`src/rtl/instr_fetch_unit.sv`:
```
// ============================================================================
// instr_fetch_unit
// ----------------------------------------------------------------------------
// Fetch stage of the RV32I core. Holds the PC and issues one word-aligned read
// at a time to instruction memory. The returned word is registered and handed
// to decode together with its PC. Execute may redirect the PC at any time.
//
// Ports
//   clk            core clock, rising edge
//   rst_n          asynchronous active-low reset
//   imem_req       read request (memory accepts every cycle it is high)
//   imem_addr      read address, word aligned
//   imem_rvalid    read data valid (one outstanding read)
//   imem_rdata     read data
//   redirect_valid load PC with redirect_pc this cycle
//   redirect_pc    redirect target
//   instr_valid    instr/instr_pc valid to decode
//   instr_ready    decode accepts (transfer = instr_valid & instr_ready)
//   instr          fetched instruction (NOP_INSTR when not valid)
//   instr_pc       address of instr
//   fetch_err      misaligned redirect flag
//
// Configuration
//   MISALIGN_TRAP_EN  when defined, a misaligned redirect parks the unit in
//                     an ERR state that presents a NOP with fetch_err=1 until
//                     the next redirect. When undefined, the two low bits of
//                     redirect_pc are forced to zero and fetch_err is tied 0.
// ============================================================================
module instr_fetch_unit #(
    parameter logic [31:0] RESET_PC  = 32'h0000_0000,
    parameter logic [31:0] NOP_INSTR = 32'h0000_0013
) (
    input  logic        clk,
    input  logic        rst_n,
    output logic        imem_req,
    output logic [31:0] imem_addr,
    input  logic        imem_rvalid,
    input  logic [31:0] imem_rdata,
    input  logic        redirect_valid,
    input  logic [31:0] redirect_pc,
    output logic        instr_valid,
    input  logic        instr_ready,
    output logic [31:0] instr,
    output logic [31:0] instr_pc,
    output logic        fetch_err
);

`ifdef MISALIGN_TRAP_EN
    typedef enum logic [1:0] {FETCH, WAIT, HOLD, ERR} state_t;
`else
    typedef enum logic [1:0] {FETCH, WAIT, HOLD} state_t;
`endif

    state_t      state_q, state_d;
    logic [31:0] pc_q, pc_d;
    logic        kill_q, kill_d;
    logic        valid_q, valid_d;
    logic [31:0] instr_q, instr_d;
    logic [31:0] instr_pc_q, instr_pc_d;
    logic        req_q;
    logic [31:0] redirTarget;

`ifdef MISALIGN_TRAP_EN
    logic        err_q, err_d;
    logic        misaligned;

    // A misaligned target is kept as-is so decode can see the faulting PC.
    assign redirTarget = redirect_pc;
    assign misaligned  = redirect_valid && (redirect_pc[1:0] != 2'b00);
`else
    // Without the trap, low bits are simply dropped.
    assign redirTarget = redirect_pc & ~32'h0000_0003;
`endif

    // Next-state logic. kill marks the outstanding read as stale so that
    // its data is dropped when it finally returns.
    always_comb begin
        state_d    = state_q;
        pc_d       = pc_q;
        kill_d     = kill_q;
        valid_d    = valid_q;
        instr_d    = instr_q;
        instr_pc_d = instr_pc_q;
`ifdef MISALIGN_TRAP_EN
        err_d      = err_q;
`endif

        case (state_q)
            FETCH: begin
                // The request goes out this cycle regardless of a redirect.
                state_d = WAIT;
                if (redirect_valid) begin
                    pc_d   = redirTarget;
                    kill_d = 1'b1;
                end
            end

            WAIT: begin
                if (redirect_valid) begin
                    pc_d = redirTarget;
                    if (imem_rvalid) begin
                        kill_d  = 1'b0;
                        state_d = FETCH;
                    end else begin
                        kill_d  = 1'b1;
                    end
                end else if (imem_rvalid) begin
                    if (kill_q) begin
                        kill_d  = 1'b0;
                        state_d = FETCH;
                    end else begin
                        instr_d    = imem_rdata;
                        instr_pc_d = pc_q;
                        valid_d    = 1'b1;
                        state_d    = HOLD;
                    end
                end
            end

            HOLD: begin
                // A transfer coinciding with a redirect still completes, but
                // the PC follows the redirect instead of advancing.
                if (redirect_valid) begin
                    pc_d    = redirTarget;
                    valid_d = 1'b0;
                    instr_d = NOP_INSTR;
                    state_d = FETCH;
                end else if (instr_ready) begin
                    pc_d    = pc_q + 32'd4;
                    valid_d = 1'b0;
                    instr_d = NOP_INSTR;
                    state_d = FETCH;
                end
            end

`ifdef MISALIGN_TRAP_EN
            ERR: begin
                // A read issued just before entering ERR may still return.
                if (imem_rvalid) begin
                    kill_d = 1'b0;
                end
                if (redirect_valid) begin
                    pc_d    = redirTarget;
                    valid_d = 1'b0;
                    err_d   = 1'b0;
                    instr_d = NOP_INSTR;
                    // With a read still in flight, wait it out before fetching.
                    state_d = (kill_q && !imem_rvalid) ? WAIT : FETCH;
                end
            end
`endif

            default: begin
                state_d = FETCH;
            end
        endcase

`ifdef MISALIGN_TRAP_EN
        // Misaligned redirect overrides everything above. kill must reflect
        // whether a read is still outstanding after this edge.
        if (misaligned) begin
            pc_d       = redirect_pc;
            state_d    = ERR;
            valid_d    = 1'b1;
            err_d      = 1'b1;
            instr_d    = NOP_INSTR;
            instr_pc_d = redirect_pc;
            case (state_q)
                FETCH:   kill_d = 1'b1;
                WAIT:    kill_d = !imem_rvalid;
                HOLD:    kill_d = 1'b0;
                default: kill_d = kill_q && !imem_rvalid;
            endcase
        end
`endif
    end

    // State and registered outputs. imem_req is registered from the next
    // state so it is high exactly in FETCH cycles.
    always_ff @(posedge clk or negedge rst_n) begin
        if (!rst_n) begin
            state_q    <= FETCH;
            pc_q       <= RESET_PC;
            kill_q     <= 1'b0;
            valid_q    <= 1'b0;
            instr_q    <= NOP_INSTR;
            instr_pc_q <= RESET_PC;
            req_q      <= 1'b1;
`ifdef MISALIGN_TRAP_EN
            err_q      <= 1'b0;
`endif
        end else begin
            state_q    <= state_d;
            pc_q       <= pc_d;
            kill_q     <= kill_d;
            valid_q    <= valid_d;
            instr_q    <= instr_d;
            instr_pc_q <= instr_pc_d;
            req_q      <= (state_d == FETCH);
`ifdef MISALIGN_TRAP_EN
            err_q      <= err_d;
`endif
        end
    end

    assign imem_req    = req_q;
    assign imem_addr   = pc_q;
    assign instr_valid = valid_q;
    assign instr       = instr_q;
    assign instr_pc    = instr_pc_q;
`ifdef MISALIGN_TRAP_EN
    assign fetch_err   = err_q;
`else
    assign fetch_err   = 1'b0;
`endif

endmodule

```
`config.mk`:
```
export PLATFORM = sky130hd
export DESIGN_NAME = instr_fetch_unit
export DESIGN_NICKNAME = d
export VERILOG_FILES = /design/src/rtl/instr_fetch_unit.sv
export SDC_FILE = /design/constraint.sdc
export NUM_CORES = 1
export LEC_CHECK = 0
export BUFFER_PORTS_ARGS = -buffer_cell sky130_fd_sc_hd__buf_2
export CORE_MARGIN = 2
export CORE_UTILIZATION = 49
export CTS_BUF_LIST = sky130_fd_sc_hd__clkbuf_16
export CTS_CLUSTER_SIZE = 28
export DETAILED_ROUTE_END_ITERATION = 10
export MAX_ROUTING_LAYER = met4
export PLACE_DENSITY_LB_ADDON = 0.1
export SLEW_MARGIN = 20
export SYNTH_ARGS = -nofsm -noshare
export SYNTH_HDL_FRONTEND = slang
export SYNTH_SLANG_ARGS = --single-unit
```
`constraint.sdc`:
```
create_clock -name clk -period 2.1 [get_ports clk]
set_clock_uncertainty 0.05 [all_clocks]
set_input_delay 0.105 -clock clk [delete_from_list [all_inputs] [get_ports clk]]
set_output_delay 0.105 -clock clk [all_outputs]
set_load 0.05 [all_outputs]
```
==> results.sh <==
export IMPL_pin_count=168
export IMPL_area_delta_synth_final_pct=36.68
export IMPL_stdcell_count=785
export IMPL_synth_top_area_share_pct=51.57
export IMPL_clkTransAtPathRegs_ps=70
export IMPL_fp_dieH_um=99.97
export IMPL_holdCritStartpoint="redirect_pc[7]"
export IMPL_crit_arrival_ps=2120
export IMPL_core_um2=9065
export IMPL_cts_buffers_inserted=9
export IMPL_clkLatencyLatePin_ps=340
export IMPL_cpMaxStageDelayCell="or3_4"
export IMPL_viasPerCell=5.628
export IMPL_wl_mm=13.02
export IMPL_grt_met3_usage_pct=3.552
export IMPL_place_gp_congestion=0.8591
export IMPL_grt_pass1_wl_mm=20.76
export IMPL_htree_levels=3
export IMPL_cp_max_fo=7
export IMPL_leakage_uw=0.003022
export IMPL_ant_nets=0
export IMPL_holdPathEnd="imem_addr[7]"
export IMPL_cap_violations=0
export IMPL_cts_root_buf="clkbuf_16"
export IMPL_drtIter0Drc=231
export IMPL_powerDensity_nw_per_um2=1330
export IMPL_vdd_ir_drop_max_v=0.0008424
export IMPL_max_freq_mhz=508.9
export IMPL_end_kind="flip-flop"
export IMPL_critPathRequiredTime_ps=2260
export IMPL_synth_common_cells="nand2_1 (108), dfrtp_1 (93), a21oi_1 (35)"
export IMPL_dp_hpwl_mm=8.756
export IMPL_synthArstFlopShare_pct=100.0
export IMPL_num_rows=35
export IMPL_synth_edf_count=0
export IMPL_hold_slack_ps=11.22
export IMPL_preCtsSetupSlack_ps=82.04
export IMPL_layout_nets=740
export IMPL_dpl_cell_count=735
export IMPL_drive_above_1_share_pct=33.09
export IMPL_postCtsSetupRepairBufs=0
export IMPL_netlist_instances=471
export IMPL_cts_buffer_depth=2
export IMPL_dieWidth_um=99.97
export IMPL_r2r_end="imem_addr[30]"
export IMPL_cp_cell_sequence="ha_1, and3_2, nand4_4, or3_4, o32ai_2, a22oi_1"
export IMPL_postPlaceCellArea_um2=5543
export IMPL_portBuffers=160
export IMPL_yosysTopAreaCell="dfrtp_1"
export IMPL_synth_cell_types=52
export IMPL_dr_pass1_iters=5
export IMPL_ys_warn_count=0
export IMPL_path_class="flip-flop to flip-flop"
export IMPL_syn_area_um2=4513
export IMPL_yosys_top_cells_area="dfrtp_1 (52%), nand2_1 (9.0%), a22o_1 (5.6%), a21oi_1 (3.9%), o21ai_0 (2.6%)"
export IMPL_r2r_start="imem_addr[3]"
export IMPL_startpoint_type="flip-flop"
export IMPL_drc=0
export IMPL_vias=4418
export IMPL_cpPeakStageDelay_ps=430
export IMPL_synth_seq_area_share_pct=53.90
export IMPL_top_usage_layer="met2"
export IMPL_min_period_ps=1965
export IMPL_gr_usage_met2_pct=40.80
export IMPL_tns_ps=0
export IMPL_grt_start_max_net_pins=58
export IMPL_track_usage_pct=26.82
export IMPL_hold_violations=0
export IMPL_start_util_pct=49.79
export IMPL_grt_pass1_vias=4221
export IMPL_synth_seq_cells=97
export IMPL_stdcell_area_um2=6168
export IMPL_rsz0062_at_grt="no"
export IMPL_setup_slack_ps=134.9
export IMPL_r2r_setup_slack_ps=130
export IMPL_grt_overflow=0
export IMPL_clock_sinks=97
export IMPL_diodes=0
export IMPL_routedWlPerCell_um=16.59
export IMPL_die_area_um2=9994
export IMPL_report_final_slew_viol_count=0
export IMPL_antenna_found_initial=0
export IMPL_min_path_cells=3
export IMPL_status="complete, no violations"
export IMPL_grt_util_met1_pct=37.72
export IMPL_min_path_type="input pin to flip-flop"
export IMPL_ys_flop_type="dfrtp_1"
export IMPL_tritoncts="done"
export IMPL_setup_viol=0
export IMPL_avgSynthCellArea_um2=9.582
export IMPL_worst_r2r_path_depth=6
export IMPL_fin_crit_sh_pct=93.58
export IMPL_yosysMostFrequentCell="nand2_1"
[cells in the final DEF (no fill, tap or decap), drive strengths merged, types with 2 or more instances in the layout]
cell           n
a211oi         6
a21o           2
a21oi         35
a22o          29
a2bb2oi        3
a311oi         3
a31oi          5
and3           8
and4           4
buf          185
clkbuf         9
clkinvlp       4
conb           5
dfrtp         93
dfstp          4
dlygate4sd3   35
inv            7
mux2           3
mux2i          2
nand2        108
nand3         10
nand4         10
nor2          24
nor3          18
nor4           4
o21ai         23
o22a           5
o22ai          8
o32ai          3
or3            4
[metrics by stage]
step	total power, uW	utilization [%]
6_report	8207	68.05
5_1_grt	8590	68.05
4_1_cts	8238	67.91
3_5_place_dp	6684	61.15
3_3_place_gp	6632	61.15
2_1_floorplan	5689	-
[cells by family (layout without fill, tap and decap cells)]
kind of cell | count (synthesis) | count (layout) | synth area share (%)
AND/OR/NAND/NOR | 195 | 195 | 20.46
AO/OA/AOI/OAI | 130 | 130 | 19.63
flip-flops | 97 | 97 | 53.90
buffers and inverters | 42 | 241 | 4.464
multiplexers | 5 | 5 | 1.192
adder cells (fa/ha/maj) | 1 | 1 | 0.2772
other | 1 | 5 | 0.08309
[routing by layer]
metal	part of all wire [%]	wire [um]
met2	48	6251
met1	45	5803
met4	1.7	219
met5	0	0
met3	5.7	746
[critical path, delay by kind of cell, from the launching register on]
kind | cells | cell delay (ps)
AOI/OAI and AO/OA | 2 | 290
adders and majority gates | 1 | 220
and+or+nand+nor | 3 | 840
DFF | 1 | 420
[cell type report]
class / count / area (um^2)
Fill cell: 756 / 2897
Tap cell: 111 / 138.9
Multi-Input combinational cell: 336 / 1931
Inverter: 6 / 22.52
Sequential cell: 97 / 2435
Timing Repair Buffer: 220 / 1379
Clock buffer: 9 / 225.2
Clock inverter: 6 / 37.54
[sequential cells by signal, indices dropped and copies added (netlist names)]
register and count:
instr_valid 1, instr_pc 30, imem_req 1, instr 32, state_q 2, kill_q 1
imem_addr 30
[worst max-delay path by stage]
stage / from / end / slack (ps) / cells past startpoint
CTS: imem_addr[3] / imem_addr[24] / 70 / 6
floorplan: imem_addr[9] / imem_addr[20] / 0.7 / 6
global route: imem_addr[6] / imem_addr[27] / 10 / 5
finish: imem_addr[3] / imem_addr[30] / 130 / 6
global placement: imem_addr[3] / imem_addr[30] / 160 / 6
detailed placement: imem_addr[3] / imem_addr[24] / 80 / 6
[timing repair]
action                                  4_1_cts  5_1_grt
gates resized for setup                       0        3
hold buffers                                 35        0
hold endpoints to repair                     70        0
endpoints found under the setup margin        0        4
[power breakdown]
group | internal, uW | switching (uW) | leakage [uW]
clock | 788 | 695 | 0.000118
combinational | 930 | 2920 | 0.00173
sequential | 2480 | 394 | 0.00117
total | 4190 | 4010 | 0.00302
Note: power is estimated with default switching activity, not from simulation.
